<file path="src/rtl/sync_fifo_param.sv">
// ---------------------------------------------------------------------------
// sync_fifo_param
//
// Single-clock first-in/first-out buffer with registered read data,
// occupancy flags, programmable almost-full / almost-empty thresholds
// and an occupancy count.
//
// Parameters
//   DATA_W  : data width in bits (1..64)
//   DEPTH   : number of entries, power of two, >= 2
//   AF_LVL  : almost_full asserts when count >= AF_LVL
//   AE_LVL  : almost_empty asserts when count <= AE_LVL
//
// Ports
//   clk          in   rising-edge clock
//   rst          in   asynchronous reset, active low
//   wr_en        in   write request
//   data_in      in   write data            [DATA_W-1:0]
//   rd_en        in   read request
//   data_out     out  registered read data  [DATA_W-1:0]
//   full         out  all DEPTH entries occupied
//   empty        out  no entries occupied
//   almost_full  out  count >= AF_LVL
//   almost_empty out  count <= AE_LVL
//   count        out  occupancy 0..DEPTH    [log2(DEPTH):0]
//
// Optional feature, macro FIFO_ERR_EN:
//   err_clr      in   clears the sticky error flags
//   overflow     out  sticky: a write was refused because the FIFO was full
//   underflow    out  sticky: a read was refused because the FIFO was empty
// With FIFO_ERR_EN undefined these three ports and their logic are absent.
// ---------------------------------------------------------------------------
module sync_fifo_param #(
  parameter int DATA_W = 8,
  parameter int DEPTH  = 8,
  parameter int AF_LVL = DEPTH - 1,
  parameter int AE_LVL = 1
) (
  input  logic                    clk,
  input  logic                    rst,
  input  logic                    wr_en,
  input  logic [DATA_W-1:0]       data_in,
  input  logic                    rd_en,
  output logic [DATA_W-1:0]       data_out,
  output logic                    full,
  output logic                    empty,
  output logic                    almost_full,
  output logic                    almost_empty,
`ifdef FIFO_ERR_EN
  output logic [$clog2(DEPTH):0]  count,
  input  logic                    err_clr,
  output logic                    overflow,
  output logic                    underflow
`else
  output logic [$clog2(DEPTH):0]  count
`endif
);

  localparam int AW = $clog2(DEPTH);
  localparam int PW = AW + 1;

  localparam logic [PW-1:0] AF_THR = PW'(AF_LVL);
  localparam logic [PW-1:0] AE_THR = PW'(AE_LVL);

  // Storage is deliberately left without reset; only the pointers define
  // which entries are meaningful.
  logic [DATA_W-1:0] mem [DEPTH];

  // Pointers carry one extra wrap bit so full and empty can be told apart
  // when the address bits coincide.
  logic [PW-1:0]     wr_ptr;
  logic [PW-1:0]     rd_ptr;
  logic [PW-1:0]     count_q;
  logic [DATA_W-1:0] data_out_q;

  logic [AW-1:0]     wr_addr;
  logic [AW-1:0]     rd_addr;
  logic              full_c;
  logic              empty_c;
  logic              wr_accept;
  logic              rd_accept;

  assign wr_addr = wr_ptr[AW-1:0];
  assign rd_addr = rd_ptr[AW-1:0];

  // Occupancy flags come straight from registered pointers, so they are
  // valid in the same cycle as count.
  assign empty_c = (wr_ptr == rd_ptr);
  assign full_c  = (wr_ptr[AW] != rd_ptr[AW]) && (wr_addr == rd_addr);

  // A read is only possible when something is stored. A write into a full
  // FIFO is allowed when a read frees a slot in the same cycle. When empty,
  // a simultaneous read is refused: there is no write-to-read bypass.
  assign rd_accept = rd_en && !empty_c;
  assign wr_accept = wr_en && (!full_c || rd_accept);

  // Storage write port. When full with both requests accepted, the write
  // address equals the read address; the read below samples the old value
  // because both are non-blocking updates on the same edge.
  always_ff @(posedge clk) begin
    if (wr_accept) begin
      mem[wr_addr] <= data_in;
    end
  end

  // Pointer, count and read-data registers.
  always_ff @(posedge clk or negedge rst) begin
    if (!rst) begin
      wr_ptr     <= '0;
      rd_ptr     <= '0;
      count_q    <= '0;
      data_out_q <= '0;
    end else begin
      if (wr_accept) begin
        wr_ptr <= wr_ptr + PW'(1);
      end
      if (rd_accept) begin
        rd_ptr     <= rd_ptr + PW'(1);
        data_out_q <= mem[rd_addr];
      end
      unique case ({wr_accept, rd_accept})
        2'b10:   count_q <= count_q + PW'(1);
        2'b01:   count_q <= count_q - PW'(1);
        default: count_q <= count_q;
      endcase
    end
  end

  assign data_out     = data_out_q;
  assign count        = count_q;
  assign full         = full_c;
  assign empty        = empty_c;
  assign almost_full  = (count_q >= AF_THR);
  assign almost_empty = (count_q <= AE_THR);

`ifdef FIFO_ERR_EN
  logic overflow_q;
  logic underflow_q;
  logic overflow_evt;
  logic underflow_evt;

  // A refused request is an error event.
  assign overflow_evt  = wr_en && !wr_accept;
  assign underflow_evt = rd_en && !rd_accept;

  // Sticky error flags. A clear loses to a new event in the same cycle so
  // that no error can slip through unseen.
  always_ff @(posedge clk or negedge rst) begin
    if (!rst) begin
      overflow_q  <= 1'b0;
      underflow_q <= 1'b0;
    end else begin
      overflow_q  <= (overflow_q  && !err_clr) || overflow_evt;
      underflow_q <= (underflow_q && !err_clr) || underflow_evt;
    end
  end

  assign overflow  = overflow_q;
  assign underflow = underflow_q;
`endif

endmodule

</file>
<file path="config.mk">
export PLATFORM = sky130hd
export DESIGN_NAME = sync_fifo_param
export DESIGN_NICKNAME = d
export VERILOG_FILES = /design/src/rtl/sync_fifo_param.sv
export SDC_FILE = /design/constraint.sdc
export NUM_CORES = 1
export LEC_CHECK = 0
export CAP_MARGIN = 10
export CORE_ASPECT_RATIO = 0.75
export CORE_MARGIN = 4
export CORE_UTILIZATION = 25
export CTS_CLUSTER_SIZE = 40
export DETAILED_ROUTE_END_ITERATION = 8
export PLACE_DENSITY = 0.39
export SYNTH_ARGS = -nofsm -noshare
export SYNTH_HDL_FRONTEND = slang
export SYNTH_SLANG_ARGS = --single-unit
</file>
<file path="constraint.sdc">
create_clock -name clk -period 5.95 [get_ports clk]
set_clock_uncertainty 0.2 [all_clocks]
set_input_delay 1.19 -clock clk [delete_from_list [all_inputs] [get_ports clk]]
set_output_delay 1.19 -clock clk [all_outputs]
set_load 0.01 [all_outputs]
</file>
# Yosys cells after proc, flatten, opt, wreduce, memory -nomap -nowiden
# Memories as Yosys holds them, arrays and structs flattened. A register that Yosys moved wholly into a read port is not among the register bits.
# Cells that the tools add are included.
dict set report totals {
  output_inout_bits 16
  wordCells 26
  regBits 12
  mem_count 1
  latch_bits 0
  ramBits 64
  in_bits 12
  romBits 0
}
dict set report op_classes {
  multipliers 0
  n_mux 3
  bitwise_logic 0
  reduce_logical 8
  order_cmp 2
  div 0
  add_sub_neg 4
  shift 0
  eq_ne 5
}
# memory depth word_bits rd rd_ports_with_merged_regs write_ports line
set memory_table {}
lappend memory_table {mem 8 8 1 1 1 67} ;# logic [DATA_W-1:0] mem [DEPTH];
# operator n
set op_table {}
lappend op_table {{adder 4 x 1 -> 4 bit (second input constant)} 3}
lappend op_table {{one-hot mux 4 bit (2 select lines)} 1}
lappend op_table {{equality test 4 bit} 1}
lappend op_table {{>= comparator 4 x 3 -> 1 bit (second input constant)} 1}
lappend op_table {{<= comparator 4 x 1 -> 1 bit (second input constant)} 1}
lappend op_table {{subtractor 4 x 1 -> 4 bit (second input constant)} 1}
lappend op_table {{equality test 3 bit} 1}
lappend op_table {{logical AND 1 bit} 3}
lappend op_table {{zero test 1 bit} 3}
lappend op_table {{equality test 2 x 1 -> 1 bit (second input constant)} 1}
lappend op_table {{equality test 2 bit (second input constant)} 1}
lappend op_table {{2-to-1 mux 1 bit} 2}
lappend op_table {{nonzero test 2 bit} 1}
lappend op_table {{logical OR 1 bit} 1}
lappend op_table {{!= test 1 bit} 1}

# Longest topological paths before layout
# Gate-level depths: netlist of run 1.
dict set report depth {
  depth_word 7
  depth_mapped 6
  depth_no_buf 5
}

# Worst setup path before layout of run 1
# No wires, ideal clock.
dict set report synth_path {
  path_kind {input port to flip-flop}
  start {in wr_en}
  end {mem mem[2][0], enable pin}
  arrival_time_ns 2.518
  setup_ns 0.383
  path_slack_ns 2.849
  cell_stages 4
  path_cell_list {clkbuf_1 -> a21boi_1 -> nand2_1 -> nor3_1}
}
dict set report synth_via {
  elab_chain_cells 3
}
# element line
set synth_lines {}
lappend synth_lines {{start, declared} 41} ;# input logic wr_en,
lappend synth_lines {{logical AND 1 bit} 95} ;# assign wr_accept = wr_en && (!full_c || rd_accept);
lappend synth_lines {{2-to-1 mux 1 bit} 101} ;# if (wr_accept) begin
lappend synth_lines {{2-to-1 mux 1 bit (implied by the code)} 102} ;# mem[wr_addr] <= data_in;
lappend synth_lines {{end, declared} 67}
# No other way between the ends.

# Final worst setup path of run 1
dict set report layout_path {
  start {reg rd_ptr[1]}
  end {out empty}
}
dict set report layout_via {
  elab_chain_cells 1
}
# element line
set layout_lines {}
lappend layout_lines {{start, declared} 72} ;# logic [PW-1:0] rd_ptr;
lappend layout_lines {{start signal, assigned} 118} ;# rd_ptr <= rd_ptr + PW'(1);
lappend layout_lines {{equality test 4 bit} 88} ;# assign empty_c = (wr_ptr == rd_ptr);
lappend layout_lines {{end, declared} 46} ;# output logic empty,
# No other way between the ends.

==> results of run 1 <==
worst paths after layout:
path	depth (start not counted)	end	slack, ns
min	2	data_out[3]	0.27
max reg2reg	5	mem[3][3]	2.95
max	3	empty	1.96
min reg2reg	2	data_out[3]	0.27
min in group asynchronous	1	rd_ptr[3]	1.23
max in group asynchronous	1	count[1]	3.69
layout make-up:
type | instances | area, sq um | area share
clock buffer | 11 | 233 | 0.0534
multi-input combinational | 104 | 1080 | 0.249
inverter | 4 | 15.0 | 0.00345
tap | 175 | 219 | 0.0503
sequential | 84 | 2420 | 0.556
timing repair buffer | 32 | 305 | 0.0701
clock inverter | 5 | 76.3 | 0.0175
through the flow:
stage          hold slack [ns]  power, uW  setup WS [ns]  area [sq um]
2_1_floorplan            0.302       1400           2.85          3550
3_3_place_gp             0.262       1690           2.03          4040
3_5_place_dp             0.270       1690           1.95          4040
4_1_cts                  0.284       2280           1.92          4350
5_1_grt                  0.317       2380           1.83          4360
6_report                 0.272       2230           1.96          4360
sequential cells by signal, summed over array words and instances (netlist names):
signal,flops
mem,64
data_out,8
count,4
rd_ptr,4
wr_ptr,4
critical path, cell delays in order, from the launching register on:
cell and delay [ns]:
dfrtp_1 0.83, xor2_2 0.26, nor4_2 0.53, clkdlybuf4s50_1 0.64
layout by cell type (no fill, tap or decap), drive strengths merged, types with 4 or more instances in the layout:
cell and count:
edfxtp 64, clkdlybuf4s50 27, nand2 20, dfrtp 20, mux4 16, clkbuf 11
xnor2 9, mux2i 9, o21ai 8, nor3 7, nor2 5, ha 5
buf 5, xor2 5, inv 4
power breakdown:
group	internal, uW	total (uW)	switching (uW)
clock network	366	580	214
registers	774	896	123
logic	375	757	382
total	1510	2230	718
routing by layer:
layer	vias up	GRT usage	wire, um
met5	-	0	0
met3	11	0.0302	264
met4	0	0.0342	113
met2	31	0.134	3100
li1	845	-	-
met1	861	0.128	3550
kinds of logic (layout without fill, tap and decap cells):
family                   after synthesis  after routing  synth area share
flip-flops                            84             84             0.681
AND/OR/NAND/NOR                       43             43            0.0605
multiplexers                          25             25             0.134
AO/OA/AOI/OAI                         17             17            0.0419
buffers and inverters                 15             52            0.0225
XOR/XNOR                              14             14            0.0419
adder cells (fa/ha/maj)                5              5            0.0176
==> qor.csv, run 1 <==
stage,metric,value,unit
final_layout,Final Core Density,0.315,
cts,clock latency on the worst-skew pair,0.34,ns
worst_setup_path,origin of the worst setup path,rd_ptr[1],
sta,Final Hold Fails,0,
global_routing,gr usage total,0.0921,
synth,yosys warns,0,
worst_setup_path,reg2reg start,rd_ptr[1],
final_layout,layout filler cell count,1340,
global_routing,antenna violations before repair,0,
final_layout,area delta synth->final,22.5,%
sta,worst slew pin tran,1.04,ns
hold_path,Hold Crit Start,data_out[3],
place,port buffer count,27,
synth,Synth async-reset ratio,0.238,
cts,CTS tree,yes,
routing,Final ANT Viol Nets,0,
final_layout,ant diodes,0,
pwr,leakage power,0.00151,uW
synth,syn_nets,220,
sta,fmax,250,MHz
worst_setup_path,Critical Path RT,4.56,ns
cts,CTS Sinks,84,
cts,Worst-path clk slew,0.07,ns
worst_setup_path,worst-path fanout max,12,
job,max cap viols,0,
worst_setup_path,Worst Setup Path Type,reg -> out,
pwr,power density over the cells,513,mW/mm^2
die,core area,0.0138,sq mm
cts,Clock Root Buffer,clkbuf_16,
synth,Synth top area share,0.541,
worst_setup_path,Critical Path Source Type,flop,
synth,most common cell in the synthesized netlist,edfxtp_1,
pwr,peak supply drop,0.000168,V
die,Rows,37,
synth,ys flop type,edfxtp_1,
global_routing,vias in the first global route,1850,
synth,Post-Syn Instances,203,
sta,Final setup viols,0,
routing,DRT Wirelength,7030,um
cts,CTS max path bufs,2,
synth,commonest cells in the netlist,"edfxtp_1, dfrtp_1, nand2_1",
sta,Final TNS setup,0,ns
sta,Final period util,0.671,
cts,number of setup buffers added after CTS,0,
synth,synthesis-stage register bit count,84,
sta,Slew HR,0.302,
synth,number of synthesized flops with an enable pin,64,
cts,post-CTS resize count,0,
final_layout,Non-Filler Instances,415,
sta,unrepaired setup endpoints after global routing,no,
routing,TritonRoute pass-1 iters,4,
routing,total via count in the routed design,1748,
die,I/O pin cnt,28,
final_layout,share of cells above drive strength 1,0.167,
die,die width,146,um
routing,initial DRC count,82,
die,Die H,111,um
worst_setup_path,CP endpoint kind,output pin,
synth,sequential area share after synthesis,0.681,
global_routing,global route overflow,0,
final_layout,nets,252,
synth,Mapped Avg Cell Area,17.5,sq um
die,Initial Util,0.257,
routing,DR WL/cell,16.9,um
worst_setup_path,"Arr. time, crit path",2.60,ns
routing,drt drc,0,
place,placer congestion estimate,0.709,
synth,synthesized area,0.00355,sq mm
cts,Num CTS Buffers,9,
routing,Vias/cell,4.21,
cts,hold-fix buffer count after cts,0,
global_routing,global-route wire length before repair,11000,um
die,die footprint,0.0162,sq mm
synth,post-synth cell types,36,
place,Inst Count DP,398,
hold_path,Worst Hold Class,reg -> reg,
global_routing,largest net degree at the start of global routing,21,
sta,Final min period,3.99,ns
synth,Yosys top cell by area,edfxtp_1,
place,DP Wirelength,4660,um
status,run status,"complete, no violations",
sta,final slew viol count,0,
cts,H-tree Lvls,3,
synth,Synth area leaders,"edfxtp_1, dfrtp_1, mux4_2",
(Power assumes the default switching activity.)
==> run 2, diff against run 1 <==
PLACE_DENSITY = 0.4   (was 0.39)
clock period = 3.65 ns   (was 5.95 ns; I/O delays follow)
==> run 2 against run 1 <==
Non-clock buffer count increased by 7; count of clock-buffer cells in the layout is 2 lower; setup slack worse by 1.4 ns; largest cell class unchanged.
==> qor.csv, run 2 (synthesized netlist as in run 1, its figures left out) <==
stage,metric,value,unit
status,run status,"complete, no violations",
pwr,switching pwr,1220,uW
cts,Worst-path clk slew,0.06,ns
pwr,Clk network pwr share,0.249,
routing,total via count in the routed design,1844,
worst_setup_path,CP endpoint kind,output pin,
routing,Final ANT Viol Nets,0,
routing,TritonRoute pass-1 iters,4,
die,Initial Util,0.257,
sta,Slew HR,0.562,
routing,Vias/cell,4.37,
global_routing,antenna violations before repair,0,
sta,final slew viol count,0,
sta,worst slew pin tran,0.654,ns
sta,Final min period,3.10,ns
cts,Num CTS Buffers,9,
job,max cap viols,0,
global_routing,global route overflow,0,
worst_setup_path,worst-path fanout max,9,
cts,post-CTS resize count,0,
pwr,leakage power,0.00153,uW
pwr,switch share,0.335,
sta,worst hold slack,0.280,ns
worst_setup_path,"Cell Chain, Critical Path",xor2_2 -> nor4_2 -> clkdlybuf4s50_1,
die,Die H,111,um
die,core area,0.0138,sq mm
sta,fmax,323,MHz
global_routing,global-route wire length before repair,11700,um
place,DP Wirelength,4800,um
sta,unrepaired setup endpoints after global routing,no,
global_routing,vias in the first global route,1936,
place,port buffer count,27,
die,Rows,37,
sta,Final Hold Fails,0,
pwr,power density over the cells,830,mW/mm^2
global_routing,gr usage total,0.0956,
cts,number of setup buffers added after CTS,0,
hold_path,Worst Hold Class,reg -> reg,
cts,Clock Root Buffer,clkbuf_16,
place,placer congestion estimate,0.661,
cts,CTS Sinks,84,
routing,drt drc,0,
global_routing,largest net degree at the start of global routing,21,
routing,met2 WL post-DR,3210,um
routing,DR WL/cell,17.5,um
pwr,logic gate share of total power,0.356,
pwr,peak supply drop,0.000240,V
final_layout,nets,259,
cts,CTS tree,yes,
worst_setup_path,Worst Setup Path Type,reg -> out,
final_layout,"most common cell after layout, fill and taps aside",edfxtp_1,
cts,clock latency on the worst-skew pair,0.33,ns
worst_setup_path,Critical Path Source Type,flop,
final_layout,max FFs per register,64,
worst_setup_path,R2R Setup Slk,1.17,ns
cts,hold-fix buffer count after cts,0,
sta,Final setup viols,0,
final_layout,most frequent cells in the layout,"edfxtp_1, clkdlybuf4s50_1, nand2_1, dfrtp_1, buf_4",
worst_setup_path,Slowest Stage Delay on Critical Path,0.63,ns
die,die footprint,0.0162,sq mm
worst_setup_path,Critical Path RT,2.72,ns
final_layout,share of cells above drive strength 1,0.190,
worst_setup_path,"Arr. time, crit path",2.17,ns
worst_setup_path,critical path's slowest cell,clkdlybuf4s50_1,
final_layout,ant diodes,0,
die,I/O pin cnt,28,
pwr,Flop pwr share,0.394,
routing,DRT Wirelength,7400,um
die,die width,146,um
pwr,Int Pwr,2420,uW
routing,Max Used Layer,met4,
sta,Final period util,0.849,
routing,met3 WL,326,um
sta,Final TNS setup,0,ns
routing,initial DRC count,82,
cts,CTS max path bufs,2,
routing,met1 WL,3780,um
final_layout,largest reg by FF count,mem,
cts,H-tree Lvls,3,
final_layout,area delta synth->final,23.4,%
==> run 2: cell count changes in the layout (fill, tap and decap cells not counted), sizes merged <==
cell,before,now
inv,4,5
bufinv,2,1
clkbuf,11,9
buf,5,12
clkinvlp,1,3
==> run 2: worst paths after layout <==
path | start | end | cells past startpoint
setup / recovery | wr_ptr[1] | empty | 3
hold / removal | data_out[6] | data_out[6] | 2
setup reg to reg | wr_ptr[2] | mem[7][0] | 5
hold reg to reg | data_out[6] | data_out[6] | 2
max in group asynchronous | rst | count[1] | 2
min in group asynchronous | rst | data_out[1] | 2
==> run 2: critical path: cells and delay by family (launching register included) <==
family | cells | cell delay, ns
flops | 1 | 0.49
simple gates | 1 | 0.48
xor+xnor | 1 | 0.24
buf+inv | 1 | 0.63
==> run 2: through the flow <==
| step | std cells | setup WS [ns] | total power [uW] | utilization | instance area (sq um) |
|---|---|---|---|---|---|
| floorplan | 203 | 1.01 | 2290 | - | 3550 |
| global placement | 406 | 0.769 | 2780 | 0.295 | 4090 |
| detailed placement | 406 | 0.678 | 2780 | 0.295 | 4090 |
| CTS | 422 | 0.521 | 3700 | 0.317 | 4390 |
| global route | 422 | 0.443 | 3870 | 0.317 | 4390 |
| finish | 422 | 0.549 | 3640 | 0.317 | 4390 |
==> run 2: power groups by stage <==
stage / clock [uW] / combinational [uW] / sequential, uW
after global placement: 0 / 1320 / 1460
after global routing: 980 / 1420 / 1470
after CTS: 934 / 1330 / 1440
after detailed placement: 0 / 1320 / 1460
final: 907 / 1300 / 1440
after floorplan: 0 / 886 / 1400
==> run 2: per-layer routing <==
metal / vias to the layer above / GRT usage
met5: - / 0
met4: 0 / 0.0228
met3: 7 / 0.0311
met2: 33 / 0.140
met1: 944 / 0.138
li1: 860 / -
==> run 2: layout make-up <==
class                   instances  area, sq um
clock buffers                   9          225
clock inverters                 7         75.1
fillers                      1320         9460
inverters                       4         15.0
multi-input cells             104         1070
flip-flops and latches         84         2420
well taps                     175          219
repair buffers                 39          360
==> run 3, diff against run 2 <==
PLACE_DENSITY = 0.39   (was 0.4)
clock period = 2.93 ns   (was 3.65 ns; I/O delays follow)
==> run 3 against run 2 <==
Via count is 0.11% higher; total power is 29% higher; flip-flop and latch count stayed put; design area is 1.7% higher; cell count is 0.95% higher; global-route usage is 0.30 points higher; first-iteration DRC count is 28% higher; critical path depth stayed put; worst hold slack worse by 0.00067 ns; critical endpoint is now full; largest cell class unchanged; highest routed layer unchanged.
==> qor.csv, run 3 (synthesized netlist as in run 1, its figures left out) <==
stage,metric,value,unit
status,run status,"complete, no violations",
final_layout,ant diodes,0,
worst_setup_path,FF-to-FF End,mem[7][5],
die,Rows,37,
global_routing,antenna violations before repair,0,
global_routing,vias in the first global route,1928,
sta,Final TNS setup,0,ns
place,port buffer count,27,
die,die footprint,0.0162,sq mm
routing,Vias/cell,4.33,
sta,worst slew pin tran,0.509,ns
global_routing,global-route wire length before repair,11900,um
hold_path,Hold Crit Start,data_out[5],
final_layout,Reg area,0.00242,sq mm
pwr,peak supply drop,0.000312,V
global_routing,largest net degree at the start of global routing,21,
routing,drt drc,0,
worst_setup_path,R2R Setup Slk,0.48,ns
hold_path,Worst Hold Depth,2,
cts,Clock Root Buffer,clkbuf_16,
worst_setup_path,CP endpoint kind,output pin,
sta,unrepaired setup endpoints after global routing,no,
die,Initial Util,0.257,
die,die width,146,um
worst_setup_path,Critical Path RT,2.14,ns
final_layout,nets,263,
final_layout,"most common cell after layout, fill and taps aside",edfxtp_1,
sta,final slew viol count,0,
final_layout,layout filler cell count,1335,
global_routing,global route overflow,0,
cts,CTS tree,yes,
hold_path,Worst Hold Class,reg -> reg,
cts,CTS Sinks,84,
cts,H-tree Lvls,3,
final_layout,most frequent cells in the layout,"edfxtp_1, clkdlybuf4s50_1, nand2_1, dfrtp_1, buf_4",
final_layout,share of cells above drive strength 1,0.207,
sta,Final period util,0.958,
global_routing,grt peak-use layer,met2,
worst_setup_path,Critical Path Source Type,flop,
cts,number of setup buffers added after CTS,0,
cts,CTS max path bufs,2,
routing,Final ANT Viol Nets,0,
final_layout,area of the multi-input gates,0.00107,sq mm
place,placer congestion estimate,0.724,
routing,DRT Wirelength,7380,um
hold_path,Hold EP,data_out[5],
final_layout,area delta synth->final,25.5,%
sta,fin worst setup slack,0.124,ns
cts,Worst-path clk slew,0.06,ns
die,I/O pin cnt,28,
global_routing,gr usage total,0.0987,
pwr,power density over the cells,1050,mW/mm^2
sta,Final setup viols,0,
global_routing,routing usage on met2,0.148,
cts,Num CTS Buffers,9,
worst_setup_path,worst-path fanout max,9,
sta,Final Hold Fails,0,
routing,TritonRoute pass-1 iters,4,
place,Post-DP Area,0.00412,sq mm
cts,clock latency on the worst-skew pair,0.33,ns
place,pre-CTS setup slack,0.380,ns
sta,Final min period,2.81,ns
global_routing,met1 Use GR,0.136,
final_layout,max FFs per register,64,
routing,initial DRC count,105,
worst_setup_path,reg2reg start,wr_ptr[2],
die,core area,0.0138,sq mm
routing,total via count in the routed design,1846,
pwr,leakage power,0.00158,uW
sta,Slew HR,0.659,
final_layout,"Design Area, Final",0.00446,sq mm
die,Die H,111,um
place,DP Wirelength,4820,um
worst_setup_path,Worst R2R Path Depth,5,
sta,fmax,356,MHz
routing,DR WL/cell,17.3,um
job,max cap viols,0,
worst_setup_path,Worst Setup Path Type,reg -> out,
global_routing,M3 GR Usage,0.0360,
final_layout,largest reg by FF count,mem,
sta,worst hold slack,0.279,ns
worst_setup_path,"Arr. time, crit path",2.02,ns
-- run 3: changes by cell type in the layout (fill, tap and decap cells not counted), sizes merged --
cell / before / now
buf: 12 / 16
clkbuf: 9 / 10
inv: 5 / 4
clkinvlp: 3 / 0
bufinv: 1 / 3
clkinv: 2 / 3
-- run 3: final cells by class --
| cell class | count | area share |
|---|---|---|
| multi-input combinational | 104 | 0.240 |
| sequential | 84 | 0.544 |
| inverter | 4 | 0.00337 |
| clock inverter | 6 | 0.0252 |
| clock buffer | 10 | 0.0513 |
| tap | 175 | 0.0491 |
| timing repair buffer | 43 | 0.0875 |
-- run 3: stage by stage --
step / power (uW) / instances / util
after floorplan: 2850 / 203 / -
after global routing: 5010 / 426 / 0.322
after global placement: 3490 / 410 / 0.297
after CTS: 4790 / 426 / 0.322
final: 4700 / 426 / 0.322
after detailed placement: 3480 / 410 / 0.297
-- run 3: repair_timing --
| item | 4_1_cts | 5_1_grt |
|---|---|---|
| endpoints found under the setup margin | 0 | 1 |
| resized for setup | 0 | 2 |
| hold buffers | 0 | 0 |
-- run 3: worst max path at each step --
stage,start,cells after the start,to
global route,wr_ptr[1],3,full
detailed placement,rd_en,5,mem[7][2]
floorplan,rd_ptr[2],5,mem[0][0]
finish,wr_ptr[1],3,full
global placement,rd_en,5,mem[7][2]
CTS,wr_ptr[0],3,full
-- run 3: critical path: stages (launching register included) --
cell and delay [ns]:
dfrtp_2 0.48, xor2_2 0.21, nor4_2 0.39, clkdlybuf4s50_1 0.61
-- run 3: metal layers --
layer  up-vias  part of all wire  wire, um
li1        871                 -         -
met1       930              0.51      3750
met2        39              0.44      3250
met3         6             0.041       300
met4         0             0.010        75
met5         -                 0         0
-- run 3: power breakdown --
part / switching, uW / leakage [uW] / internal [uW] / total, uW
Combinational: 822 / 0.000594 / 802 / 1620
Sequential: 217 / 0.000820 / 1570 / 1790
Clock: 450 / 0.000167 / 834 / 1280
